$ cat config.mk
export PLATFORM = sky130hd
export DESIGN_NAME = alu_seq
export DESIGN_NICKNAME = d
export VERILOG_FILES = /design/src/rtl/alu_pkg.sv /design/src/rtl/alu_bcd_digit.sv /design/src/rtl/alu_seq.sv
export SDC_FILE = /design/constraint.sdc
export NUM_CORES = 1
export LEC_CHECK = 0
export ABC_AREA = 0
export ABC_CLOCK_PERIOD_IN_PS = 6700
export CORE_ASPECT_RATIO = 0.8
export CORE_MARGIN = 1.5
export CORE_UTILIZATION = 60
export DETAILED_ROUTE_END_ITERATION = 10
export GPL_TIMING_DRIVEN = 0
export PLACE_DENSITY = 0.95
export SLEW_MARGIN = 20
export SYNTH_ARGS = -nofsm -noshare
export SYNTH_HDL_FRONTEND = slang
export SYNTH_SLANG_ARGS = --single-unit
$ cat constraint.sdc
create_clock -name clk -period 6.7 [get_ports clk]
set_input_delay 2.01 -clock clk [delete_from_list [all_inputs] [get_ports clk]]
set_output_delay 2.01 -clock clk [all_outputs]
set_load 0.01 [all_outputs]
$ cat src/rtl/alu_pkg.sv
// rtl/alu_pkg.sv - shared types, flag indices and masks for alu_seq
package alu_pkg;

  typedef enum logic [3:0] {
    ADC = 4'd0, SBC = 4'd1, ORA = 4'd2, EOR = 4'd3, AND = 4'd4,
    ASL = 4'd5, LSR = 4'd6, ROL = 4'd7, ROR = 4'd8, CMP = 4'd9
  } op_t;

  typedef enum logic [1:0] {IDLE, BCD, DONE} state_t;

  // Bit positions inside the {n,v,z,c,hc} flag and write-enable vectors
  localparam int FN = 4;
  localparam int FV = 3;
  localparam int FZ = 2;
  localparam int FC = 1;
  localparam int FH = 0;

  localparam logic [4:0] WE_ALL = 5'b11111;
  localparam logic [4:0] WE_NZ  = 5'b10100;
  localparam logic [4:0] WE_NZC = 5'b10110;

  function automatic logic is_arith(input op_t o);
    return (o == ADC) || (o == SBC);
  endfunction

endpackage

$ cat src/rtl/alu_bcd_digit.sv
// rtl/alu_bcd_digit.sv - one BCD digit add/subtract with decimal correction
module alu_bcd_digit (
  input  logic [3:0] ad,
  input  logic [3:0] bd,
  input  logic       cin,
  input  logic       sub,
  output logic [3:0] s,
  output logic       cout
);

  logic [4:0] w_sum;
  logic [4:0] w_dif;

  assign w_sum = {1'b0, ad} + {1'b0, bd} + {4'b0000, cin};
  // Five-bit difference: bit 4 set means the digit went negative (borrow)
  assign w_dif = {1'b0, ad} - {1'b0, bd} - {4'b0000, ~cin};

  always_comb begin
    s    = 4'h0;
    cout = 1'b0;
    if (sub) begin
      if (w_dif[4]) begin
        s    = w_dif[3:0] - 4'd6;
        cout = 1'b0;
      end else begin
        s    = w_dif[3:0];
        cout = 1'b1;
      end
    end else begin
      if (w_sum > 5'd9) begin
        s    = w_sum[3:0] + 4'd6;
        cout = 1'b1;
      end else begin
        s    = w_sum[3:0];
        cout = 1'b0;
      end
    end
  end

endmodule

$ cat src/rtl/alu_seq.sv
// rtl/alu_seq.sv - registered 6502-style ALU with iterative BCD ADC/SBC
module alu_seq
  import alu_pkg::*;
#(
  parameter int WIDTH = 8
) (
  input  logic             clk,
  input  logic             rst_n,
  input  logic             in_valid,
  output logic             in_ready,
  input  op_t              op,
  input  logic [WIDTH-1:0] a,
  input  logic [WIDTH-1:0] b,
  input  logic             ci,
  input  logic             dec,
  output logic             out_valid,
  input  logic             out_ready,
  output logic [WIDTH-1:0] y,
  output logic             n,
  output logic             v,
  output logic             z,
  output logic             c,
  output logic             hc,
  output logic [4:0]       flag_we
);

  localparam int NDIG = WIDTH / 4;
  localparam int IW   = $clog2(NDIG);
  localparam int M    = WIDTH - 1;

  state_t           r_state;
  logic             r_in_ready, r_out_valid;
  logic [WIDTH-1:0] r_a, r_b, r_y;
  logic [4:0]       r_flags, r_flag_we;
  logic [IW-1:0]    r_idx;
  logic             r_sub, r_carry, r_v, r_hc;

  logic [WIDTH:0]   w_add, w_sub, w_cmp;
  logic             w_v_add, w_v_sub;
  logic [WIDTH-1:0] w_y, w_nz_src, w_dec_y;
  logic             w_c, w_v, w_hc;
  logic [4:0]       w_we, w_flags;
  logic [3:0]       w_ad, w_bd, w_s;
  logic             w_cout, w_last;

  assign w_add   = {1'b0, a} + {1'b0, b}  + (WIDTH+1)'(ci);
  assign w_sub   = {1'b0, a} + {1'b0, ~b} + (WIDTH+1)'(ci);
  assign w_cmp   = {1'b0, a} + {1'b0, ~b} + (WIDTH+1)'(1'b1);
  assign w_v_add = ~(a[M] ^ b[M]) & (a[M] ^ w_add[M]);
  assign w_v_sub =  (a[M] ^ b[M]) & (a[M] ^ w_sub[M]);

  always_comb begin
    w_y  = '0;
    w_c  = 1'b0;
    w_v  = 1'b0;
    w_hc = 1'b0;
    w_we = 5'b00000;
    case (op)
      ADC: begin w_y = w_add[M:0]; w_c = w_add[WIDTH]; w_v = w_v_add;
                 w_hc = w_add[4] ^ a[4] ^ b[4]; w_we = WE_ALL; end
      SBC: begin w_y = w_sub[M:0]; w_c = w_sub[WIDTH]; w_v = w_v_sub;
                 w_hc = w_sub[4] ^ a[4] ^ ~b[4]; w_we = WE_ALL; end
      ORA: begin w_y = a | b; w_we = WE_NZ; end
      EOR: begin w_y = a ^ b; w_we = WE_NZ; end
      AND: begin w_y = a & b; w_we = WE_NZ; end
      ASL: begin w_y = {a[M-1:0], 1'b0}; w_c = a[M]; w_we = WE_NZC; end
      LSR: begin w_y = {1'b0, a[M:1]};   w_c = a[0]; w_we = WE_NZC; end
      ROL: begin w_y = {a[M-1:0], ci};   w_c = a[M]; w_we = WE_NZC; end
      ROR: begin w_y = {ci, a[M:1]};     w_c = a[0]; w_we = WE_NZC; end
      CMP: begin w_y = a; w_c = w_cmp[WIDTH]; w_we = WE_NZC; end
      default: ;
    endcase
    // Compare reports n/z of the difference while passing A through
    w_nz_src = (op == CMP) ? w_cmp[M:0] : w_y;
  end

  assign w_flags = {w_nz_src[M], w_v, ~|w_nz_src, w_c, w_hc};

  assign w_ad   = r_a[{r_idx, 2'b00} +: 4];
  assign w_bd   = r_b[{r_idx, 2'b00} +: 4];
  assign w_last = (r_idx == IW'(NDIG - 1));

  alu_bcd_digit u_digit (
    .ad   (w_ad),
    .bd   (w_bd),
    .cin  (r_carry),
    .sub  (r_sub),
    .s    (w_s),
    .cout (w_cout)
  );

  always_comb begin
    w_dec_y = r_y;
    w_dec_y[{r_idx, 2'b00} +: 4] = w_s;
  end

  always_ff @(posedge clk) begin
    if (!rst_n) begin
      r_state     <= IDLE;
      r_in_ready  <= 1'b1;
      r_out_valid <= 1'b0;
      r_y         <= '0;
      r_flags     <= 5'b00000;
      r_flag_we   <= 5'b00000;
      r_a         <= '0;
      r_b         <= '0;
      r_idx       <= '0;
      r_sub       <= 1'b0;
      r_carry     <= 1'b0;
      r_v         <= 1'b0;
      r_hc        <= 1'b0;
    end else begin
      case (r_state)
        IDLE: if (in_valid) begin
          r_in_ready <= 1'b0;
          if (dec && is_arith(op)) begin
            r_a     <= a;
            r_b     <= b;
            r_sub   <= (op == SBC);
            r_carry <= ci;
            r_v     <= (op == SBC) ? w_v_sub : w_v_add;
            r_idx   <= '0;
            r_y     <= '0;
            r_state <= BCD;
          end else begin
            r_y         <= w_y;
            r_flags     <= w_flags & w_we;
            r_flag_we   <= w_we;
            r_out_valid <= 1'b1;
            r_state     <= DONE;
          end
        end
        BCD: begin
          r_y     <= w_dec_y;
          r_carry <= w_cout;
          if (r_idx == '0) r_hc <= w_cout;
          if (w_last) begin
            // Digit 0 was handled in an earlier cycle, so r_hc already holds its carry
            r_flags     <= {w_dec_y[M], r_v, ~|w_dec_y, w_cout, r_hc};
            r_flag_we   <= WE_ALL;
            r_out_valid <= 1'b1;
            r_state     <= DONE;
          end else begin
            r_idx <= r_idx + 1'b1;
          end
        end
        DONE: if (out_ready) begin
          r_out_valid <= 1'b0;
          r_in_ready  <= 1'b1;
          r_state     <= IDLE;
        end
        default: r_state <= IDLE;
      endcase
    end
  end

  assign in_ready  = r_in_ready;
  assign out_valid = r_out_valid;
  assign y         = r_y;
  assign n         = r_flags[FN];
  assign v         = r_flags[FV];
  assign z         = r_flags[FZ];
  assign c         = r_flags[FC];
  assign hc        = r_flags[FH];
  assign flag_we   = r_flag_we;

endmodule

== Word-level counts from Yosys, hierarchy flattened ==
Cells that the tools add are included.
Storage, ports and cells
  register bits: 43
  input bits: 26
  output and inout port bits: 20
Cells by class
  $add $sub $neg: 13
  reduce and logical (&&, ||, !) cells: 24
  order comparisons: 1
  bitwise operators: 18
  shift-type cells: 4
  multiplexer cells: 45
  equal/unequal tests: 16
Operator list (count)
  $pmux 8 s10: 1
  $mux 5: 6
  $mux 8: 3
  $pmux 5 s2: 2
  $add 8x8->9: 2
  $add 9x1->9: 2
  $eq 4x3->1 const B: 4
  $pmux 8 s2: 1
  $reduce_or 8->1: 2
  $shiftx 8x4->4: 2
  $mux 1: 15
  $pmux 5 s3: 1
  $mux 4: 3
  $reduce_and 3->1: 4
  $ne 2x2->1 const B: 5
  $pmux 1 s2: 5
  $add 9x1->9 const B: 1
  $and 8x8->8: 1
  $bwmux 8: 1
  $eq 4x2->1 const B: 2
  $eq 4x4->1 const B: 2
  $mux 2: 4
  $not 8->8: 1
  $or 8x8->8: 1
  35 further kinds: 50

== Depth between registers and ports, before layout ==
  depth in word-level cells: 12
  mapped depth: 16

== Modules after synthesis ==
From an unflattened synthesis, not the netlist that was laid out.
Unflattened totals
  cells, all modules: 597
  area, all modules: 4578.1 sq um
By module, submodules not included
  alu_seq: seq. area each 820.8 sq um, area each 3971.3 sq um, times used 1, cells each 522
  alu_bcd_digit: seq. area each 0.0 sq um, area each 606.8 sq um, times used 1, cells each 75

== Least setup slack after synthesis ==
OpenSTA, ideal clock, no wires.
  kind: in2reg
  start point: input b[0]
  end point: register r_flags[1]
  stages: 12
  arrival time: 4441 ps
  setup time: 130 ps
  path buffers: 0
  data required time: 6570 ps
  setup slack: 2129 ps
  cell sequence: inv_1 -> ha_1 -> inv_1 -> fa_1 -> nor2_1 -> o211ai_1 -> a211oi_4 -> nor4b_4 -> nor3b_2 -> xor2_1 -> a2111oi_0 -> a21oi_1
On the way
  cells in the longest elaborated chain, start to end: 8
Ends and longest elaborated chain
  start, declared: RTL line alu_seq.sv:13  | input logic [WIDTH-1:0] b,
  $not 8->8: RTL line alu_seq.sv:47, alu_seq.sv:48
  $add 8x8->9: RTL line alu_seq.sv:47, alu_seq.sv:48
  $add 9x1->9, on equally long branches: RTL line alu_seq.sv:48, alu_seq.sv:47
  $pmux 1 s5 (*): RTL line alu_seq.sv:58  | case (op)
  $and 5x5->5 (*): RTL line alu_seq.sv:127  | r_flags <= w_flags & w_we;
  $mux 5 (*): RTL line alu_seq.sv:116  | if (dec && is_arith(op)) begin
  $mux 5 (*): RTL line alu_seq.sv:114  | IDLE: if (in_valid) begin
  $pmux 5 s2 (*): RTL line alu_seq.sv:113  | case (r_state)
  end signal, assigned: RTL line alu_seq.sv:127
  end signal, assigned: RTL line alu_seq.sv:139  | r_flags <= {w_dec_y[M], r_v, ~|w_dec_y, w_cout, r_hc};
  end, declared: RTL line alu_seq.sv:34  | logic [4:0] r_flags, r_flag_we;
Every way passes the cells marked *; elsewhere a longest branch is shown, timed or not. The select of a mux whose other input is x is not followed.
A chain may end at the register's enable or synchronous reset.

== Worst setup path in the final report ==
  start point: input a[0]
  end point: register r_flags[3]
On the way
  cells in the longest elaborated chain, start to end: 9
Ends and longest elaborated chain
  start, declared: RTL line alu_seq.sv:12  | input logic [WIDTH-1:0] a,
  $add 8x8->9, on equally long branches: RTL line alu_seq.sv:47, alu_seq.sv:46
  $add 9x1->9, on equally long branches: RTL line alu_seq.sv:47, alu_seq.sv:46
  $xor 1x1->1, on equally long branches: RTL line alu_seq.sv:50, alu_seq.sv:49
  $and 1x1->1, on equally long branches: RTL line alu_seq.sv:50, alu_seq.sv:49
  $pmux 1 s2 (*): RTL line alu_seq.sv:58
  $and 5x5->5 (*): RTL line alu_seq.sv:127
  $mux 5 (*): RTL line alu_seq.sv:116
  $mux 5 (*): RTL line alu_seq.sv:114
  $pmux 5 s2 (*): RTL line alu_seq.sv:113
Marks and branches as above.

==> flow_metrics.tcl <==
set metrics [dict create \
    whs_path_depth 2 \
    tns_ps 0 \
    cp.arrival_ps 5600 \
    slowest_stage "clkdlybuf4s50_1" \
    synth.area.top_cells "dfxtp_1, ha_1, a21oi_1, nand2_1, nor2_1" \
    placed_cells 735 \
    worst_pin_slew_ps 1100 \
    p_total_mw 0.861 \
    dp_slack_ps 1080 \
    finalCritPeriodShare 0.810 \
    placementRows 27 \
    area_delta_synth_final_pct 14.5 \
    status "finished, final reports clean" \
    crit_fanout 7 \
    antenna_found_initial 0 \
    max_freq_mhz 184 \
    powerDensity_nw_per_um2 168 \
    remaining_drc_errors 0 \
    drive_gt1_frac 0.0579 \
    r2r-end "r_flags[2]" \
    leakagePower_nw 2.03 \
    critical_path_required_ps 6870 \
    p_sw_frac 0.375 \
    setup_ws_ps 1270 \
    period_needed_ps 5430 \
    numCtsBuffers 5 \
    final.setup_skew_ps 11.2 \
    ir_drop_mv 0.123 \
    synth_seq_area_share 0.183 \
    drtIter0Drc 451 \
    ctsLongestPathBuffers 2 \
    h-tree-depth 2 \
    gp_congestion 1.01 \
    dpl.hpwl_mm 11.5 \
    postRouteWirelength_mm 14.4 \
    seqPwrFrac 0.318 \
    critical_path_class "primary input to register" \
    ctsResizeCount 0 \
    min_path_type "register to register" \
    ys_seq_elements 41 \
    cts-hold-fix-buffers 0 \
    path_delay_family "compound AO/OA/AOI/OAI gates" \
    synth.distinct_cells 72 \
    final_cells 743 \
    reg2reg_depth 14 \
    pwr-share-comb 0.436 \
    routed.top_layer "met4" \
    root_buffer "clkbuf_8" \
    synth_edf_count 0 \
    fin_nets 727 \
    cts_setup_buffers 0 \
    synth_top_area_frac 0.183 \
    synthCells 607 \
    hold_viol 0 \
    rsz0062_at_grt "false" \
    port-buffer-count 41 \
    setup_viol 0 \
    end_kind "register" \
    max_slew_margin 0.261 \
    wl_met1_mm 6.30 \
    grt_max_degree 13 \
    clockPowerShare 0.246 \
    clk_pin_slew_worst_paths_ps 80 \
    fp.coreArea_um2 7060 \
    cts_tree "yes" \
    synth_fp_nets 679 \
    via_count 4821 \
    cpPeakStageDelay_ps 640 \
    crit_chain "clkdlybuf4s50_1, ha_1, inv_1, fa_1, nor2_1, o211ai_1, a211oi_4, nor4b_4, nand2_2, xnor2_1, xnor2_1, a311oi_1, o22ai_1" \
    cp-start-kind "primary input" \
    wl_met3_mm 1.91 \
    synth_flop_cell "dfxtp_1" \
    worstPathBufferInverterCount 2 \
    p_switching_mw 0.323 \
    syn-cell-area_um2 4480 \
    first_pass_iters 5 \
    synth_area_leader_cell "dfxtp_1" \
    intPower_mw 0.538 \
    cap_violations 0 \
    first_global_vias 4419 \
    ant_nets 0 \
    avgSynthCellArea_um2 7.38 \
    reg2reg_from "r_idx" \
    dieArea_um2 8000 \
    grt_pass1_wl_mm 22.7 \
    hold_start "r_a[3]" \
    wl_met2_mm 5.99 \
    insertion_delay_ps 300 \
    antenna_cells 0 \
    die_y_um 80.3 \
    via_per_inst 6.49 \
    yosysWarnings 0 \
    synthArstFlopShare 0 \
    cts.sinks 41 \
    drv_slew 0 \
    fin_hold_ws_ps 458 \
    initial_utilization 0.635 \
    cp_common_cell "xnor2_1" \
    ff2ff_setup_slack_ps 2030 \
    grt_usage 0.368 \
    dieWidth_um 99.6 \
    worstHoldEndpoint "r_a[3]" \
    grt_overflow 0 \
    pin_count 46 \
    wire_per_inst_um 19.3 \
]
==> synthesized netlist by cell type (5+ instances only) <==
| master | number |
|---|---|
| a21oi_1 | 56 |
| o21a_1 | 7 |
| inv_1 | 45 |
| xor2_1 | 8 |
| xnor2_1 | 17 |
| mux2i_1 | 13 |
| a22oi_1 | 6 |
| o221ai_1 | 6 |
| o21ai_0 | 34 |
| nand2_1 | 65 |
| nor2b_1 | 13 |
| and3_1 | 6 |
| a31oi_1 | 6 |
| nand2b_1 | 20 |
| nand3b_1 | 6 |
| dfxtp_1 | 41 |
| mux2_2 | 6 |
| ha_1 | 39 |
| nor2_1 | 49 |
| a211oi_1 | 6 |
| fa_1 | 7 |
| nor4_1 | 6 |
| o22ai_1 | 5 |
| nand3_1 | 14 |
| clkbuf_1 | 25 |
| nor3_1 | 14 |
| o211ai_1 | 6 |
==> layout by cell type, fill, tap and decap left out, types with 5 or more instances in the layout <==
master / n
fa_1: 7
xor2_1: 8
clkdlybuf4s50_1: 41
inv_1: 45
dfxtp_1: 41
nand2b_1: 20
nor4_1: 5
a22oi_1: 6
nor3_1: 14
o21a_1: 7
nand3b_1: 6
mux2i_1: 13
nor2b_1: 13
a21oi_1: 56
ha_1: 39
and3_1: 6
a211oi_1: 6
nand2_1: 65
a31oi_1: 6
mux2_2: 6
o221ai_1: 6
xnor2_1: 17
clkbuf_1: 26
clkbuf_8: 6
o22ai_1: 5
nor2_1: 49
nand3_1: 14
o211ai_1: 6
o21ai_0: 34
==> worst max-delay path by stage <==
stage          startpoint    endpoint  slack [ps]  depth (start not counted)
6_report             a[0]  r_flags[3]        1270                         13
4_1_cts              a[0]  r_flags[3]        1380                         13
5_1_grt              a[0]  r_flags[3]        1040                         13
2_1_floorplan        b[0]  r_flags[1]        2130                         12
3_5_place_dp         a[0]  r_flags[3]        1080                         13
3_3_place_gp         a[0]  r_flags[3]        1160                         13
==> power groups by stage <==
| stage | clock (mW) | combinational [mW] | sequential [mW] |
|---|---|---|---|
| final | 0.212 | 0.375 | 0.274 |
| after global routing | 0.219 | 0.405 | 0.276 |
| after CTS | 0.208 | 0.365 | 0.274 |
| after detailed placement | 0 | 0.362 | 0.279 |
| after global placement | 0 | 0.353 | 0.279 |
| after floorplan | 0 | 0.237 | 0.282 |
==> metrics by stage <==
stage | util | cell area (um2)
after floorplan | - | 4480
after global placement | 0.708 | 5000
after detailed placement | 0.710 | 5010
after CTS | 0.727 | 5130
after global routing | 0.727 | 5130
final | 0.727 | 5130
==> sequential cells by signal, summed over array words and instances (netlist names) <==
register	cells
r_v	1
out_valid	1
r_a	8
r_hc	1
flag_we	3
in_ready	1
y	8
r_carry	1
r_flags	5
r_state	2
r_idx	1
r_sub	1
r_b	8
==> layer usage <==
layer  vias up  global-route usage
met5         -                   0
met4         0              0.0535
met3        22              0.0940
met2       280               0.551
met1      2253               0.540
li1       2266                   -
==> worst reg2reg max path, stage by stage, from the launching register on <==
cell      delay [ps]
dfxtp_1          370
clkbuf_1         330
buf_1            530
mux2i_1          380
fa_1             260
inv_1             60
fa_1             400
xor2_1           230
ha_1             270
a222oi_1         580
nor2_1           160
o21a_1           260
nor4_1           450
mux2i_1          170
o22ai_2          160
==> layout make-up <==
| cell class | instances | area [um2] |
|---|---|---|
| fill | 563 | 1930 |
| buffer | 34 | 140 |
| clock buffer | 7 | 86.3 |
| tap | 87 | 109 |
| multi-input combinational | 486 | 3360 |
| clock inverter | 1 | 30.0 |
| timing repair buffer | 41 | 410 |
| sequential | 41 | 821 |
| inverter | 46 | 173 |
==> kinds of logic after synthesis <==
| kind of cell | Yosys count | share of synthesized area |
|---|---|---|
| AO/OA/AOI/OAI | 187 | 0.285 |
| XOR/XNOR | 25 | 0.0489 |
| adder cells (fa/ha/maj) | 46 | 0.140 |
| buffers and inverters | 80 | 0.0698 |
| flip-flops | 41 | 0.183 |
| multiplexers | 19 | 0.0441 |
| AND/OR/NAND/NOR | 209 | 0.229 |
Note: power is estimated with default switching activity, not from simulation.
==> edit 1, RTL diff (same flow settings) <==
Put one more register stage on the output `flag_we`. The value now appears one clock later. The other outputs are not delayed to match.
--- a/src/rtl/alu_seq.sv
+++ b/src/rtl/alu_seq.sv
@@ -162,7 +162,9 @@
   assign z         = r_flags[FZ];
   assign c         = r_flags[FC];
   assign hc        = r_flags[FH];
-  assign flag_we   = r_flag_we;
+  always_ff @(posedge clk) begin
+    flag_we <= r_flag_we;
+  end
 
 endmodule
 
Formal check against the unedited RTL: not equivalent (Yosys sat finds a counterexample within 4 cycles, from zero or initial values and one cycle with rst_n low).
==> edit 1 against the unedited design <==
Power down 1.0%. Cell area up 3.3%. Routed wire length increased by 3.9%. Sequential cell count grew 3. Setup slack gained 0.025 ns. Fmax grew 0.47%. Count of clock-buffer cells in the layout shrank 2. Hold slack got worse by 0.090 ns. Utilization shrank 1.3 points. Synthesized area up 2.6%. Critical path depth decreased by 2. Largest cell class unchanged.
==> edit 1: results (changes against the unedited design) <==
Worst Hold Path Cells: 0 (-2)
Netlist cell types: 77 (+6.9%)
P_seq: 291 µW (+6%)
Avg WL per Cell: 19.2 µm (-0.88%)
Filler instances: 629 (+12%)
Crit path DAT: 5.65 ns (+0.05 ns)
Layout cells sized above 1: 5.19% (-0.60 points)
Final period util: 80.6% (-0.38 points)
Worst Skew: 0.00481 ns (-0.00640 ns)
Clock Power Share: 25.3% (+0.7 points)
Total GRT Usage: 36.5% (-0.29 points)
GPL Wtd Cong: 1.01 (-0.21%)
Outcome: finished, final reports clean
Hold-critical path endpoint: flag_we[1]$_DFF_P_
Syn Nets: 693 (+2.1%)
Post-synthesis adder-cell area fraction: 13.7% (-0.35 points)
Dpl cell area: 0.00518 mm² (+3.4%)
Post-synthesis sequential area ratio: 19.2% (+0.84 points)
DP Worst Slack: 1.11 ns (+0.0271 ns)
Synth Area in XOR/XNOR: 4.19% (-0.70 points)
Synth Area in Compound Gates: 28.0% (-0.50 points)
Mux cell area share after synthesis: 3.86% (-0.55 points)
Least-Margin Pin Slew: 0.801 ns (-0.298 ns)
Post-DP HPWL: 11.6 mm (+0.50%)
Cell Int Power: 536 µW (-0.41%)
Vias in the first global route: 4461 (+0.95%)
Largest net degree at the start of global routing: 16 (+3)
edit 1: cell count changes after synthesis, moves of 5 or more:
| cell | unedited run | this run |
|---|---|---|
| nor2_1 | 49 | 39 |
| o21ai_0 | 34 | 39 |
| a21oi_1 | 56 | 33 |
| nor3_1 | 14 | 22 |
| a31oi_1 | 6 | 12 |
| nand2b_1 | 20 | 8 |
| nand2_1 | 65 | 82 |
| a21boi_1 | 0 | 17 |
| nor3b_1 | 0 | 5 |
edit 1: area by class of cell:
type	instances	area, µm²	area share (%)
buffer	35	151	2.86
clock buffer	5	68.8	1.30
clock inverter	3	46.3	0.874
inverter	49	184	3.47
multi-input combinational	493	3390	63.9
sequential	44	881	16.6
tap	105	131	2.48
timing repair buffer	45	448	8.45
edit 1: cell families after synthesis:
| family | after synthesis |
|---|---|
| xor gates and xnor gates | 22 |
| DFF | 44 |
| and+or+nand+nor | 221 |
| adders and majority gates | 46 |
| AOI/OAI and AO/OA | 187 |
| buffers and inverters | 84 |
| muxes | 17 |
edit 1: routing by layer:
layer / routed length [µm] / GRT usage (%) / up-vias
li1: - / - / 2331
met2: 6490 / 57.2 / 303
met5: 0 / 0 / -
met4: 213 / 5.35 / 0
met3: 1820 / 9.64 / 29
met1: 6400 / 51.4 / 2413
edit 1: through the flow:
| stage | power [mW] | hold slack (ns) | cells | util, % |
|---|---|---|---|---|
| global route | 0.896 | 0.377 | 779 | 71.3 |
| floorplan | 0.515 | 0.331 | 621 | - |
| global placement | 0.621 | 0.342 | 770 | 69.6 |
| finish | 0.852 | 0.368 | 779 | 71.3 |
| CTS | 0.841 | 0.364 | 779 | 71.3 |
| detailed placement | 0.631 | 0.350 | 771 | 69.8 |
==> edit 2, RTL diff (same settings) <==
Without the edit above. The parameter `WIDTH` goes from 8 to 16.
--- a/src/rtl/alu_seq.sv
+++ b/src/rtl/alu_seq.sv
@@ -2,7 +2,7 @@
 module alu_seq
   import alu_pkg::*;
 #(
-  parameter int WIDTH = 8
+  parameter int WIDTH = 16
 ) (
   input  logic             clk,
   input  logic             rst_n,
Ports: changed (resized a, b and y); port bits go from 46 to 70. The function was not compared with the original's and may differ.
==> edit 2 against the unedited design <==
First-iteration DRC count grew to 2.9 times the old value. Sequential cell count is 25 higher. Count of clock-buffer cells in the layout is 3 higher. Cell area is 69% higher. Synthesized area is 68% higher. Power is 70% higher. Routed wire length is 83% higher. Die area is 65% higher. Non-clock buffer count is 49 higher. Utilization is 1.5 points lower. Clock power is 110% higher. Setup slack worse by 0.89 ns. Critical path type unchanged.
==> edit 2: results (changes against the unedited design) <==
Outcome: finished, final reports clean
CTS Root Cell: clkbuf_16
Post-synthesis adder-cell area fraction: 13.3% (-0.68 points)
# resized after CTS: 0 (unchanged)
Leakage: 3.25 nW (+60%)
Met2 wire len: 11.1 mm (+86%)
Netlist cell types: 89 (+24%)
Syn Nets: 1144 (+68%)
CP max stage delay: 0.67 ns (+0.03 ns)
DRT Pass-1 Iters: 7 (+2)
GR Util met3: 11.3% (+1.9 points)
Synth Area in Compound Gates: 29.5% (+0.98 points)
Hold-critical path endpoint: r_a[0]$_SDFFE_PN0P_
Synth top area cells: dfxtp_1, ha_1, nand2_1, a21oi_1, inv_1
Layout Nets: 1222 (+68%)
Vias: 8668 (+80%)
Crit path max fanout: 4 (-3)
Worst R2R Setup Slack: 1.94 ns (-0.09 ns)
Routing usage on met2: 61.9% (+6.8 points)
Post-DP HPWL: 20.4 mm (+78%)
Dpl cell area: 0.00842 mm² (+68%)
Worst Skew: 0.00824 ns (-0.00297 ns)
Post-synth top cells: nand2_1, a21oi_1, inv_1, nor2_1, ha_1
Port Buffers: 67 (+63%)
Antenna Nets Post-Route: 0 (unchanged)
Final wirelength: 26.3 mm (+83%)
Peak VDD IR: 0.192 mV (+56%)
Crit path DAT: 6.58 ns (+0.98 ns)
Post-synthesis sequential area ratio: 17.6% (-0.76 points)
Worst reg2reg path startpoint: r_idx[0]$_SDFFE_PN0P_
CTS H-tree lvls: 3 (+1)
Filler instances: 1019 (+81%)
Tightest Hold Check Type: register to register
DRC errors left: 0 (unchanged)
Layout cells sized above 1: 5.05% (-0.74 points)
Wire length on met1: 10.7 mm (+70%)
TritonCTS buffer count: 9 (+4)
Avg WL per Cell: 20.6 µm (+6.4%)
# setup viols final: 0 (unchanged)
DP Worst Slack: 0.188 ns (-0.892 ns)
CP delay by family, top: simple AND/OR/NAND/NOR gates
Met3 Routed Length: 3.66 mm (+92%)
Placed Cells incl. Taps: 1264 (+72%)
Vias in the first global route: 7744 (+75%)
Post-Syn Area per Cell: 7.34 µm² (-0.64%)
Mux cell area share after synthesis: 3.62% (-0.79 points)
GPL Wtd Cong: 1.01 (about the same)
Worst hold margin: 0.458 ns (+0.00000400 ns)
Clock transition at path regs: 0.06 ns (-0.02 ns)
Ys flop type: dfxtp_1
Slew headroom: 35.1% (+9.0 points)
Total GRT Usage: 39.6% (+2.8 points)
Skew-Pair Late Insertion Delay: 0.35 ns (+0.05 ns)
First-pass GRT wire length: 40.7 mm (+79%)
Hold Startpoint: r_a[0]$_SDFFE_PN0P_
GR Layer Usage met1: 53.1% (-0.95 points)
Starting DRT DRC Count: 1297 (+190%)
R2r worst-path depth: 16 (+2)
Synth Area in XOR/XNOR: 4.94% (+0.051 points)
edit 2: cell types whose count changed after synthesis, moves of 9 or more:
cell / unedited run / this run
nand2_1: 65 / 138
inv_1: 45 / 78
ha_1: 39 / 69
a21oi_1: 56 / 84
dfxtp_1: 41 / 66
nor2_1: 49 / 74
o21ai_0: 34 / 56
clkbuf_1: 25 / 46
nor3_1: 14 / 30
o211ai_1: 6 / 20
nand3_1: 14 / 26
xnor2_1: 17 / 29
a221oi_1: 1 / 12
and2_1: 3 / 12
edit 2: area by class of cell:
cell class	instances	area (µm²)	share of cell area [%]
sequential	66	1320	15.2
multi-input combinational	822	5670	65.2
clock inverter	6	43.8	0.504
timing repair buffer	67	671	7.72
inverter	81	304	3.50
clock buffer	10	229	2.63
buffer	57	239	2.75
tap	171	214	2.46
edit 2: report_power, final:
group / internal, mW / switching, mW / leakage [nW]
logic: 0.234 / 0.354 / 2.59
clock network: 0.250 / 0.187 / 0.121
registers: 0.416 / 0.0197 / 0.538
total: 0.900 / 0.561 / 3.25
edit 2: how the worst max path moves through the flow:
stage / cells after the start / slack, ns / to / from
after floorplan: 15 / 1.41 / r_flags[1]$_SDFFE_PN0P_ / b[0]
after global placement: 14 / 0.22 / r_flags[2]$_SDFFE_PN0P_ / a[4]
after detailed placement: 14 / 0.19 / r_flags[2]$_SDFFE_PN0P_ / a[2]
after CTS: 14 / 0.54 / r_flags[2]$_SDFFE_PN0P_ / a[2]
after global routing: 14 / 0.14 / r_flags[2]$_SDFFE_PN0P_ / a[4]
final: 15 / 0.38 / r_flags[2]$_SDFFE_PN0P_ / b[0]
edit 2: tightest hold or removal path, cell delays in order, from the launching register on:
cell and delay, ns:
dfxtp_1 0.31, nand2_1 0.05, a21oi_1 0.05
